<file path="src/rtl/nibble_arith_pkg.sv">
// Shared definitions for the nibble-serial adder: FSM encoding, nibble width, index sizing.
package nibble_arith_pkg;

  typedef enum logic [1:0] {
    IDLE = 2'd0,
    RUN  = 2'd1,
    DONE = 2'd2
  } state_t;

  localparam int NIBBLE_W = 4;

  // Bits needed to count n values; never fewer than one so a single-nibble index still exists.
  function automatic int clog2(input int n);
    int r;
    r = 0;
    for (int i = 0; i < 31; i++) begin
      if ((1 << i) < n) r = i + 1;
    end
    if (r < 1) r = 1;
    return r;
  endfunction

endpackage

</file>
<file path="src/rtl/nibble_add4.sv">
// Combinational 4-bit ripple-carry adder built from full adders.
module nibble_add4
  import nibble_arith_pkg::*;
(
  input  logic [NIBBLE_W-1:0] a,
  input  logic [NIBBLE_W-1:0] b,
  input  logic                cin,
  output logic [NIBBLE_W-1:0] sum,
  output logic                cout
);

  logic [NIBBLE_W:0] c;

  assign c[0] = cin;

  for (genvar i = 0; i < NIBBLE_W; i++) begin : g_fa
    assign sum[i]   = a[i] ^ b[i] ^ c[i];
    assign c[i+1]   = (a[i] & b[i]) | (c[i] & (a[i] ^ b[i]));
  end

  assign cout = c[NIBBLE_W];

endmodule

</file>
<file path="src/rtl/nibble_serial_add_ctrl.sv">
// Wide adder sequenced over one shared nibble adder, LSB nibble first, one nibble per clock.
// Optional macro SUBTRACT_EN adds in_sub to compute A-B instead of A+B+cin.
module nibble_serial_add_ctrl
  import nibble_arith_pkg::*;
#(
  parameter int WIDTH = 16
) (
  input  logic             clk,
  input  logic             rst,
  // Handshakes: a transfer happens on a rising edge where valid and ready are both high.
  // A source holds valid and data until that edge; ready never depends on valid.
  input  logic             in_valid,
  output logic             in_ready,
  input  logic [WIDTH-1:0] in_a,
  input  logic [WIDTH-1:0] in_b,
  input  logic             in_cin,
`ifdef SUBTRACT_EN
  input  logic             in_sub,
`endif
  output logic             out_valid,
  input  logic             out_ready,
  output logic [WIDTH-1:0] out_sum,
  output logic             out_cout,
  output logic             out_ovf,
  output logic             busy,
  output logic [1:0]       dbg_state
);

  localparam int NIBBLES = WIDTH / NIBBLE_W;
  localparam int IDX_W   = clog2(NIBBLES);

  typedef logic [IDX_W-1:0] idx_t;

  state_t               state_q, state_d;
  logic [WIDTH-1:0]     a_q, b_q, sum_q;
  logic                 carry_q, cout_q, ovf_q;
  idx_t                 idx_q;

  logic [WIDTH-1:0]     b_load;
  logic                 c_load;
  logic                 last_nib;
  logic [NIBBLE_W-1:0]  nib_a, nib_b, nib_sum;
  logic                 nib_cout, msb_cin;

  // Subtraction is A + ~B + 1, so inversion happens once at capture time.
`ifdef SUBTRACT_EN
  assign b_load = in_sub ? ~in_b : in_b;
  assign c_load = in_sub | in_cin;
`else
  assign b_load = in_b;
  assign c_load = in_cin;
`endif

  assign last_nib = (idx_q == idx_t'(NIBBLES - 1));
  assign nib_a    = a_q[NIBBLE_W*idx_q +: NIBBLE_W];
  assign nib_b    = b_q[NIBBLE_W*idx_q +: NIBBLE_W];

  nibble_add4 u_add (
    .a    (nib_a),
    .b    (nib_b),
    .cin  (carry_q),
    .sum  (nib_sum),
    .cout (nib_cout)
  );

  // Carry into the top bit of the top nibble, recovered from its sum bit.
  assign msb_cin = nib_a[NIBBLE_W-1] ^ nib_b[NIBBLE_W-1] ^ nib_sum[NIBBLE_W-1];

  always_ff @(posedge clk) begin
    if (rst) state_q <= IDLE;
    else     state_q <= state_d;
  end

  always_comb begin
    state_d = state_q;
    case (state_q)
      IDLE:    if (in_valid)  state_d = RUN;
      RUN:     if (last_nib)  state_d = DONE;
      DONE:    if (out_ready) state_d = IDLE;
      default:                state_d = IDLE;
    endcase
  end

  always_comb begin
    in_ready  = 1'b0;
    busy      = 1'b0;
    out_valid = 1'b0;
    case (state_q)
      IDLE:    in_ready  = 1'b1;
      RUN:     busy      = 1'b1;
      DONE:    out_valid = 1'b1;
      default: ;
    endcase
  end

  always_ff @(posedge clk) begin
    if (rst) begin
      a_q     <= '0;
      b_q     <= '0;
      sum_q   <= '0;
      carry_q <= 1'b0;
      cout_q  <= 1'b0;
      ovf_q   <= 1'b0;
      idx_q   <= '0;
    end else begin
      case (state_q)
        IDLE: begin
          if (in_valid) begin
            a_q     <= in_a;
            b_q     <= b_load;
            carry_q <= c_load;
            sum_q   <= '0;
            idx_q   <= '0;
          end
        end
        RUN: begin
          sum_q[NIBBLE_W*idx_q +: NIBBLE_W] <= nib_sum;
          carry_q                           <= nib_cout;
          if (last_nib) begin
            cout_q <= nib_cout;
            ovf_q  <= msb_cin ^ nib_cout;
          end else begin
            idx_q <= idx_q + 1'b1;
          end
        end
        default: ;
      endcase
    end
  end

  assign out_sum   = sum_q;
  assign out_cout  = cout_q;
  assign out_ovf   = ovf_q;
  assign dbg_state = state_q;

endmodule

</file>
<file path="config.mk">
export PLATFORM = sky130hd
export DESIGN_NAME = nibble_serial_add_ctrl
export DESIGN_NICKNAME = d
export VERILOG_FILES = /design/src/rtl/nibble_arith_pkg.sv /design/src/rtl/nibble_add4.sv /design/src/rtl/nibble_serial_add_ctrl.sv
export SDC_FILE = /design/constraint.sdc
export NUM_CORES = 1
export LEC_CHECK = 0
export CAP_MARGIN = 20
export CORE_MARGIN = 8
export CORE_UTILIZATION = 53
export DETAILED_ROUTE_END_ITERATION = 10
export PLACE_DENSITY = 0.88
export SLEW_MARGIN = 20
export SYNTH_ARGS = -nofsm -noshare
export SYNTH_HDL_FRONTEND = slang
export SYNTH_SLANG_ARGS = --single-unit
</file>
<file path="constraint.sdc">
create_clock -name clk -period 4.9 [get_ports clk]
set_input_delay 1.225 -clock clk [delete_from_list [all_inputs] [get_ports clk]]
set_output_delay 1.225 -clock clk [all_outputs]
set_load 0.05 [all_outputs]
</file>
* Yosys cells after proc, flatten, opt, wreduce, memory -nomap -nowiden
Cells that the tools add are included. W data, S select, Z words.
Storage, ports and cells: latch bits 0, memories kept 0, bits in writable memories 0, register bits 55, ROM bits 0, input port bits 37, output and inout port bits 23
Cells by class: order comparisons 0, bitwise operators 22, $mul 0, muxes and demuxes 15, add/sub/neg operators 2, reduce and logical (&&, ||, !) cells 7, equal/unequal tests 7, divide/modulo/power cells 0, shift-type cells 4
Operators with widths (number):
- $neg A4 Y34 | 1
- $shift A4 B34 Y16 const A | 1
- $shiftx A4 B34 Y16 | 1
- $pmux W16 S2 | 1
- $shiftx A16 B5 Y4 | 2
- $bwmux W16 | 1
- $mux W16 | 1
- $mux W2 | 5
- $xor A1 B1 Y1 | 10
- $and A1 B1 Y1 | 8
- $ne A2 B2 Y1 const B | 4
- $pmux W2 S3 | 1
- $reduce_and A2 Y1 | 3
- $reduce_and A3 Y1 | 2
- $eq A2 B2 Y1 const B | 2
- $mux W1 | 4
- $or A1 B1 Y1 | 4
- $pmux W2 S2 | 1
- $add A2 B1 Y2 const B | 1
- $eq A2 B1 Y1 const B | 1
- $logic_not A2 Y1 | 1
- $pmux W1 S2 | 1
- $reduce_bool A2 Y1 | 1

* Longest topological paths before layout
Gate-level depths: netlist of the first run.
depth after elaboration 12, mapped depth 14, depth with buffers taken out 12

* Modules after synthesis
A second synthesis of the first run with hierarchy kept.
Second synthesis, totals: cell total of the unflattened synthesis 287, area, all modules 2516.2 µm²
By module, submodules not included:
- nibble_serial_add_ctrl | times used 1, cells each 273, area an instance 2398.6 µm²
- nibble_add4 | times used 1, cells each 14, area an instance 117.6 µm²

* Worst setup path before layout of the first run
No wires, ideal clock.
kind reg-to-reg, start point reg idx_q[0], end point reg ovf_q (netlist: out_ovf), required time 4.799 ns, setup time 0.101 ns, path buffers 2, setup slack 1.840 ns, arrival 2.959 ns, stages on the path, launching flop included 15, cells stage by stage dfxtp_1 clkbuf_2 buf_4 mux4_2 inv_1 fa_1 inv_1 fa_1 inv_1 fa_1 inv_1 fa_1 xor2_1 and2_1 o41ai_1
Between the ends: word-level cells in the longest chain between the ends 11, elaborated cells between the ends (all ways) 23
RTL lines:
- from (decl) | RTL line nibble_serial_add_ctrl.sv:37 | idx_t idx_q;
- from (signal assigned) | RTL line nibble_serial_add_ctrl.sv:123 | idx_q <= idx_q + 1'b1;
- $shiftx A16 B5 Y4 (on tied branches) | RTL line nibble_serial_add_ctrl.sv:55, nibble_serial_add_ctrl.sv:56
- $xor A1 B1 Y1 | RTL line nibble_add4.sv:18 | assign c[i+1] = (a[i] & b[i]) | (c[i] & (a[i] ^ b[i]));
- $and A1 B1 Y1 | RTL line nibble_add4.sv:18
- $or A1 B1 Y1 | RTL line nibble_add4.sv:18
- $and A1 B1 Y1 | RTL line nibble_add4.sv:18
- $or A1 B1 Y1 | RTL line nibble_add4.sv:18
- $and A1 B1 Y1 | RTL line nibble_add4.sv:18
- $or A1 B1 Y1 | RTL line nibble_add4.sv:18
- $xor A1 B1 Y1 or $and A1 B1 Y1 (tied branches) | RTL line nibble_add4.sv:17, nibble_add4.sv:18
- $xor A1 B1 Y1 or $or A1 B1 Y1 (tied branches) | RTL line nibble_serial_add_ctrl.sv:67, nibble_add4.sv:18
- $xor A1 B1 Y1 | RTL line nibble_serial_add_ctrl.sv:121 | ovf_q <= msb_cin ^ nib_cout;
- to (signal assigned) | RTL line nibble_serial_add_ctrl.sv:121
- to (decl) | RTL line nibble_serial_add_ctrl.sv:36 | logic carry_q, cout_q, ovf_q;
Parallel ways exist; a longest one is shown, timed or not. A chain may end at the register's enable or synchronous reset.

* Worst setup path in the final report of the first run
start point reg state_q[0] (netlist: dbg_state[0]), end point out busy
Between the ends: word-level cells in the longest chain between the ends 2
RTL lines:
- from (decl) | RTL line nibble_serial_add_ctrl.sv:34 | state_t state_q, state_d;
- from (signal assigned) | RTL line nibble_serial_add_ctrl.sv:71 | else state_q <= state_d;
- $eq A2 B1 Y1 | RTL line nibble_serial_add_ctrl.sv:88 | case (state_q)
- $mux W1 | RTL line nibble_serial_add_ctrl.sv:88
- to (decl) | RTL line nibble_serial_add_ctrl.sv:25 | output logic busy,
No other way between the ends.

==> results.cfg, run 1 <==
[clock_network]
htree_num_levels = 2
cts-root-buf = clkbuf_8
cts_buffers = 5
cts_setup_buffers = 0
cts_tree = yes
numClockSinks = 55
cts.hold.buffers_added = 0
path_clk_slew_ns = 0.10
clk_path_buf_depth = 2
insertion_delay_ns = 0.32
ctsResizeCount = 0

[finish]
drive_above_1_share_pct = 9.091
antenna_cells = 0
fin_nets = 364
fillCellCount = 389
areaGrowthSynthToFinish_pct = 25.40
post-route-cell-area_um2 = 3163
most-common-layout-cells = nand2_1 (64), clkdlybuf4s50_1 (58), dfxtp_1 (55), a21oi_1 (43), inv_1 (11)
layout_commonest_cell = nand2_1
final_util_pct = 67.87

[setup_path]
critPathTopFamily = buffers and inverters
cp.required_ns = 3.67
cp-start-kind = flop
path_max_fanout = 13
crit_slowest_cell = clkdlybuf4s50_1
max_stage_delay_ns = 0.91
critical_path_arrival_ns = 2.40
crit_type = flop to output pin
end_kind = output pin
worstPathCellList = nor2b_1 -> clkdlybuf4s50_1
worst-path-buf-inv = 1

[die]
fp.dieW_um = 84.99
die_area_um2 = 7222
core_um2 = 4661
initial_core_util_pct = 54.12
rows = 25
die_y_um = 84.99
pin_count = 60

[timing]
fin_skew_ns = 0.006272
finalSetupViolCount = 0
slew_headroom_pct = 37.68
period_share_pct = 73.93
timing_hold_violations_final = 0
max_slew.worst_pin.slew_ns = 0.9348
fin_setup_tns_ns = 0
rsz0062_at_grt = false
period_needed_ns = 3.622
final-max-slew-violation-count = 0
fmax_mhz = 276.1

[power]
vdd_drop_max_mv = 0.2018
p_leak_uw = 0.001156
powerDensity_nw_per_um2 = 301.1

[synthesis]
yosysUniqueCellTypes = 38
syn-num-nets = 316
postSynthRegisterBits = 55
syn-cell-area_um2 = 2522
synth-edff-count = 0
synth_cells = 270
async_flop_share_pct = 0
yosysWarnings = 0
synth-main-ff-cell = dfxtp_1
ys_seq_area_share_pct = 43.65
syn_avg_cell_area_um2 = 9.342

[global_route]
grt_antenna_before_repair = 0
grt_max_degree = 52
overflow = 0
grt_pass1_vias = 2073
grt_pass1_wl_mm = 10.06
grt_use_total_pct = 17.24

[route]
wirelength_mm = 5.912
route.vias.total = 2051
dr.pass1.iters = 4
detail-route-antenna-nets = 0
drt_iter0_markers = 121
post_drt_wl_per_cell_um = 15.85
viasPerCell = 5.499
drc = 0

[flow_run]
drv_cap = 0

[placed_design]
place.gp.congestion = 0.8338
dp_hpwl_mm = 4.410
place_area_um2 = 3039
io_buffers = 59

[worst_hold_path]
hold_class = flop to flop

[outcome]
outcome = finished, final reports clean
## cells by family (layout without fill, tap and decap cells)
family	after synthesis	count (layout)	share of synthesized area [%]
and+or+nand+nor	97	97	19.15
adders and majority gates	9	9	5.655
xor gates and xnor gates	1	1	0.3473
buffers and inverters	30	79	7.043
DFF	55	55	43.65
AOI/OAI and AO/OA	65	65	14.93
muxes	13	13	9.226
## cells in the mapped netlist (2+ instances only)
master,number,area (um^2)
nand2_1,64,240.2
dfxtp_1,55,1101
a21oi_1,43,215.2
inv_1,11,41.29
mux4_2,8,180.2
o21ai_0,8,40.04
nand3b_1,7,52.55
buf_6,6,67.56
nand3_1,6,30.03
ha_1,5,62.56
a21oi_2,4,35.03
a22o_1,4,35.03
buf_4,4,30.03
fa_1,4,80.08
o2bb2ai_1,4,35.03
buf_2,3,15.01
clkbuf_1,3,11.26
mux2i_1,3,30.03
nor2_1,3,11.26
nor2b_1,3,18.77
and4_1,2,17.52
buf_1,2,7.510
mux2_2,2,22.52
nand4_1,2,12.51
## state kept, by name (all words and copies together), names as in the netlist
| signal | flops |
|---|---|
| dbg_state | 2 |
| idx_q | 2 |
| a_q | 16 |
| out_sum | 16 |
| out_ovf | 1 |
| b_q | 16 |
| out_cout | 1 |
| carry_q | 1 |
## per-stage QoR
stage / std cells / hold WS (ns) / total power, uW / setup WS, ns
final: 373 / 0.4633 / 952.4 / 1.278
after global routing: 373 / 0.4845 / 993.6 / 0.9888
after CTS: 372 / 0.4618 / 955.2 / 1.218
after detailed placement: 364 / 0.4465 / 658.7 / 1.238
after global placement: 364 / 0.4412 / 652.1 / 1.460
after floorplan: 270 / 0.4331 / 604.6 / 1.840
## worst register-to-register path: stages (launching register included)
cell	delay, ns
dfxtp_1	0.78
mux4_2	0.59
inv_1	0.08
fa_1	0.17
inv_1	0.07
fa_1	0.37
inv_1	0.08
fa_1	0.16
inv_1	0.05
fa_1	0.62
xor2_1	0.21
nor2_1	0.06
o41ai_1	0.28
## final timing paths
check | startpoint | end | slack [ns] | cells after the start
worst max-delay path | dbg_state[0]$_SDFFE_PP0P_ | busy | 1.28 | 2
worst min-delay path | b_q[5]$_SDFFE_PP0P_ | b_q[5]$_SDFFE_PP0P_ | 0.46 | 2
worst max register to register | idx_q[0]$_SDFFE_PP0P_ | out_ovf$_SDFFE_PP0P_ | 1.28 | 12
worst min register to register | b_q[5]$_SDFFE_PP0P_ | b_q[5]$_SDFFE_PP0P_ | 0.46 | 2
## layout make-up
| class | instances | area, um^2 | share of cell area, % |
|---|---|---|---|
| Inverter | 11 | 41.29 | 1.305 |
| Timing Repair Buffer | 60 | 596.8 | 18.87 |
| Multi-Input combinational cell | 185 | 1244 | 39.32 |
| Clock inverter | 3 | 43.79 | 1.384 |
| Sequential cell | 55 | 1101 | 34.81 |
| Clock buffer | 5 | 68.82 | 2.176 |
| Tap cell | 54 | 67.56 | 2.136 |
## report_power, final
| part | total (uW) | leakage [uW] | switching (uW) | internal (uW) |
|---|---|---|---|---|
| sequential | 486 | 0.000449 | 18.7 | 467 |
| clock | 303 | 0.0000581 | 151 | 152 |
| combinational | 164 | 0.000649 | 85.6 | 78.0 |
| total | 952 | 0.00116 | 255 | 697 |
## layer usage
metal | wire length, um | global-route usage [%] | vias to the layer above
li1 | - | - | 1019
met1 | 2412 | 19.50 | 961
met2 | 3046 | 29.55 | 62
met3 | 359 | 5.985 | 9
met4 | 93 | 5.502 | 0
met5 | 0 | 0 | -
Power figures use the tool's default switching activity.
==> run 2: changes to the inputs <==
--- a/config.mk
+++ b/config.mk
@@ -7,9 +7,9 @@
 export LEC_CHECK = 0
 export CAP_MARGIN = 20
 export CORE_MARGIN = 8
-export CORE_UTILIZATION = 53
+export CORE_UTILIZATION = 45
 export DETAILED_ROUTE_END_ITERATION = 10
-export PLACE_DENSITY = 0.88
+export PLACE_DENSITY = 0.8
 export SLEW_MARGIN = 20
 export SYNTH_ARGS = -nofsm -noshare
 export SYNTH_HDL_FRONTEND = slang
==> constraint.sdc (replaced) <==
create_clock -name clk -period 3.3 [get_ports clk]
set_input_delay 0.825 -clock clk [delete_from_list [all_inputs] [get_ports clk]]
set_output_delay 0.825 -clock clk [all_outputs]
set_load 0.05 [all_outputs]
==> run 2 against run 1 <==
- combinational power is 62% higher
- sequential power up 46%
- routed wire length grew 1.4%
- critical path type is now flop to flop
- critical endpoint is now out_ovf$_SDFFE_PP0P_
- largest cell class unchanged
- highest routed layer unchanged
==> results.cfg, run 2 (synthesis results as in run 1) <==
[outcome]
outcome = finished, final reports clean

[die]
initial_core_util_pct = 46.09
die_area_um2 = 8257
pin_count = 60
core_um2 = 5473
fp.dieW_um = 90.87
die_y_um = 90.87
rows = 27

[power]
powerDensity_nw_per_um2 = 432.2
clkPwrFrac_pct = 30.2
p_leak_uw = 0.001190
power.switching_uw = 357.5
p_sw_share_pct = 25.59
vdd_drop_max_mv = 0.1903
comb_power_share_pct = 19.0
seqPwrFrac_pct = 50.8
p_int_uw = 1039

[clock_network]
cts.hold.buffers_added = 0
ctsResizeCount = 0
path_clk_slew_ns = 0.09
cts_tree = yes
cts_setup_buffers = 0
insertion_delay_ns = 0.30
clk_path_buf_depth = 2
numClockSinks = 55
cts_buffers = 5
cts-root-buf = clkbuf_8
htree_num_levels = 2

[setup_path]
r2r_cells = 13
crit_slowest_cell = fa_1
worstPathCellList = buf_4 -> mux4_2 -> inv_1 -> fa_1 -> inv_1 -> fa_1 -> inv_1 -> fa_1 -> inv_1 -> fa_1 -> xor2_1 -> and2_1 -> o41ai_1
max_stage_delay_ns = 0.45
critPathLaunch = idx_q[0]$_SDFFE_PP0P_
critPathTopFamily = adder cells
r2r_setup_slack_ns = 0.30
timing.rr.start = idx_q[0]$_SDFFE_PP0P_
crit_type = flop to flop
cp.required_ns = 3.50
cp-start-kind = flop
critical_path_cell_count = 13
endpoint = out_ovf$_SDFFE_PP0P_
end_kind = flop
r2r-end = out_ovf$_SDFFE_PP0P_
path_max_fanout = 5
critical_path_arrival_ns = 3.20
worst-path-buf-inv = 5

[finish]
final_cells = 398
multiInputGateArea_um2 = 1244
layout_commonest_cell = nand2_1
most-common-layout-cells = nand2_1 (64), clkdlybuf4s50_1 (58), dfxtp_1 (55), a21oi_1 (43), inv_1 (11)
areaGrowthSynthToFinish_pct = 28.13
antenna_cells = 0
layout.area.seq_um2 = 1101
fin_nets = 372
fillCellCount = 523
drive_above_1_share_pct = 10.43
post-route-cell-area_um2 = 3232

[timing]
max_slew.worst_pin.slew_ns = 0.5523
fin_setup_tns_ns = 0
period_share_pct = 90.81
fin_skew_ns = 0.004725
worst_slack_ns = 0.3034
rsz0062_at_grt = false
finalSetupViolCount = 0
fmax_mhz = 333.7
timing_hold_violations_final = 0
final-max-slew-violation-count = 0
holdWs_ns = 0.4614
period_needed_ns = 2.997
slew_headroom_pct = 63.11

[global_route]
grt_pass1_wl_mm = 9.929
grt_antenna_before_repair = 0
grt_use_total_pct = 14.35
grt_max_degree = 36
overflow = 0
grt_pass1_vias = 2146

[route]
dr.pass1.iters = 4
drc = 0
post_drt_wl_per_cell_um = 15.07
route.vias.total = 2104
wirelength_mm = 5.997
viasPerCell = 5.286
drt_iter0_markers = 91
detail-route-antenna-nets = 0

[worst_hold_path]
hold_class = flop to flop

[placed_design]
place.gp.congestion = 0.7996
io_buffers = 59
dp_hpwl_mm = 4.593
place_area_um2 = 3129
dp_worst_setup_slack_ns = 0.3250
place_inst = 391

[flow_run]
drv_cap = 0
[run 2: per-layer routing]
layer  routed length [um]  global-route usage [%]
met4                   82                   4.911
met5                    0                       0
met2                 2947                   24.00
met1                 2648                   17.20
met3                  318                   3.990
[run 2: cell type report]
class	instances	share of cell area [%]
clock buffer	6	2.245
sequential	55	34.07
timing repair buffer	68	20.21
tap	72	2.787
multi-input combinational	185	38.48
clock inverter	1	0.9292
inverter	11	1.278
[run 2: worst register-to-register path, stage by stage (launching register included)]
cell     delay, ns
dfxtp_1       0.38
buf_4         0.17
mux4_2        0.18
inv_1         0.06
fa_1          0.38
inv_1         0.07
fa_1          0.16
inv_1         0.05
fa_1          0.36
inv_1         0.08
fa_1          0.45
xor2_1        0.19
and2_1        0.16
o41ai_1       0.21
[run 2: how the worst min path moves through the flow]
stage	endpoint	cells after the start	start
2_1_floorplan	a_q[10]$_SDFFE_PP0P_	2	a_q[10]$_SDFFE_PP0P_
6_report	b_q[12]$_SDFFE_PP0P_	2	b_q[12]$_SDFFE_PP0P_
4_1_cts	b_q[12]$_SDFFE_PP0P_	2	b_q[12]$_SDFFE_PP0P_
3_3_place_gp	b_q[8]$_SDFFE_PP0P_	2	b_q[8]$_SDFFE_PP0P_
3_5_place_dp	b_q[12]$_SDFFE_PP0P_	2	b_q[12]$_SDFFE_PP0P_
5_1_grt	b_q[5]$_SDFFE_PP0P_	2	b_q[5]$_SDFFE_PP0P_
[run 2: power groups by stage]
| stage | sequential (uW) | clock, uW | combinational, uW |
|---|---|---|---|
| final | 710 | 422 | 265 |
| after global routing | 713 | 460 | 289 |
| after CTS | 710 | 430 | 265 |
| after detailed placement | 726 | 0 | 264 |
| after global placement | 725 | 0 | 258 |
| after floorplan | 731 | 0 | 167 |
[run 2: per-stage QoR]
step	utilization, %	total power [uW]
after floorplan	-	897.7
after global placement	57.18	983.0
after detailed placement	57.18	989.8
after CTS	59.05	1405
after global routing	59.05	1462
final	59.05	1397
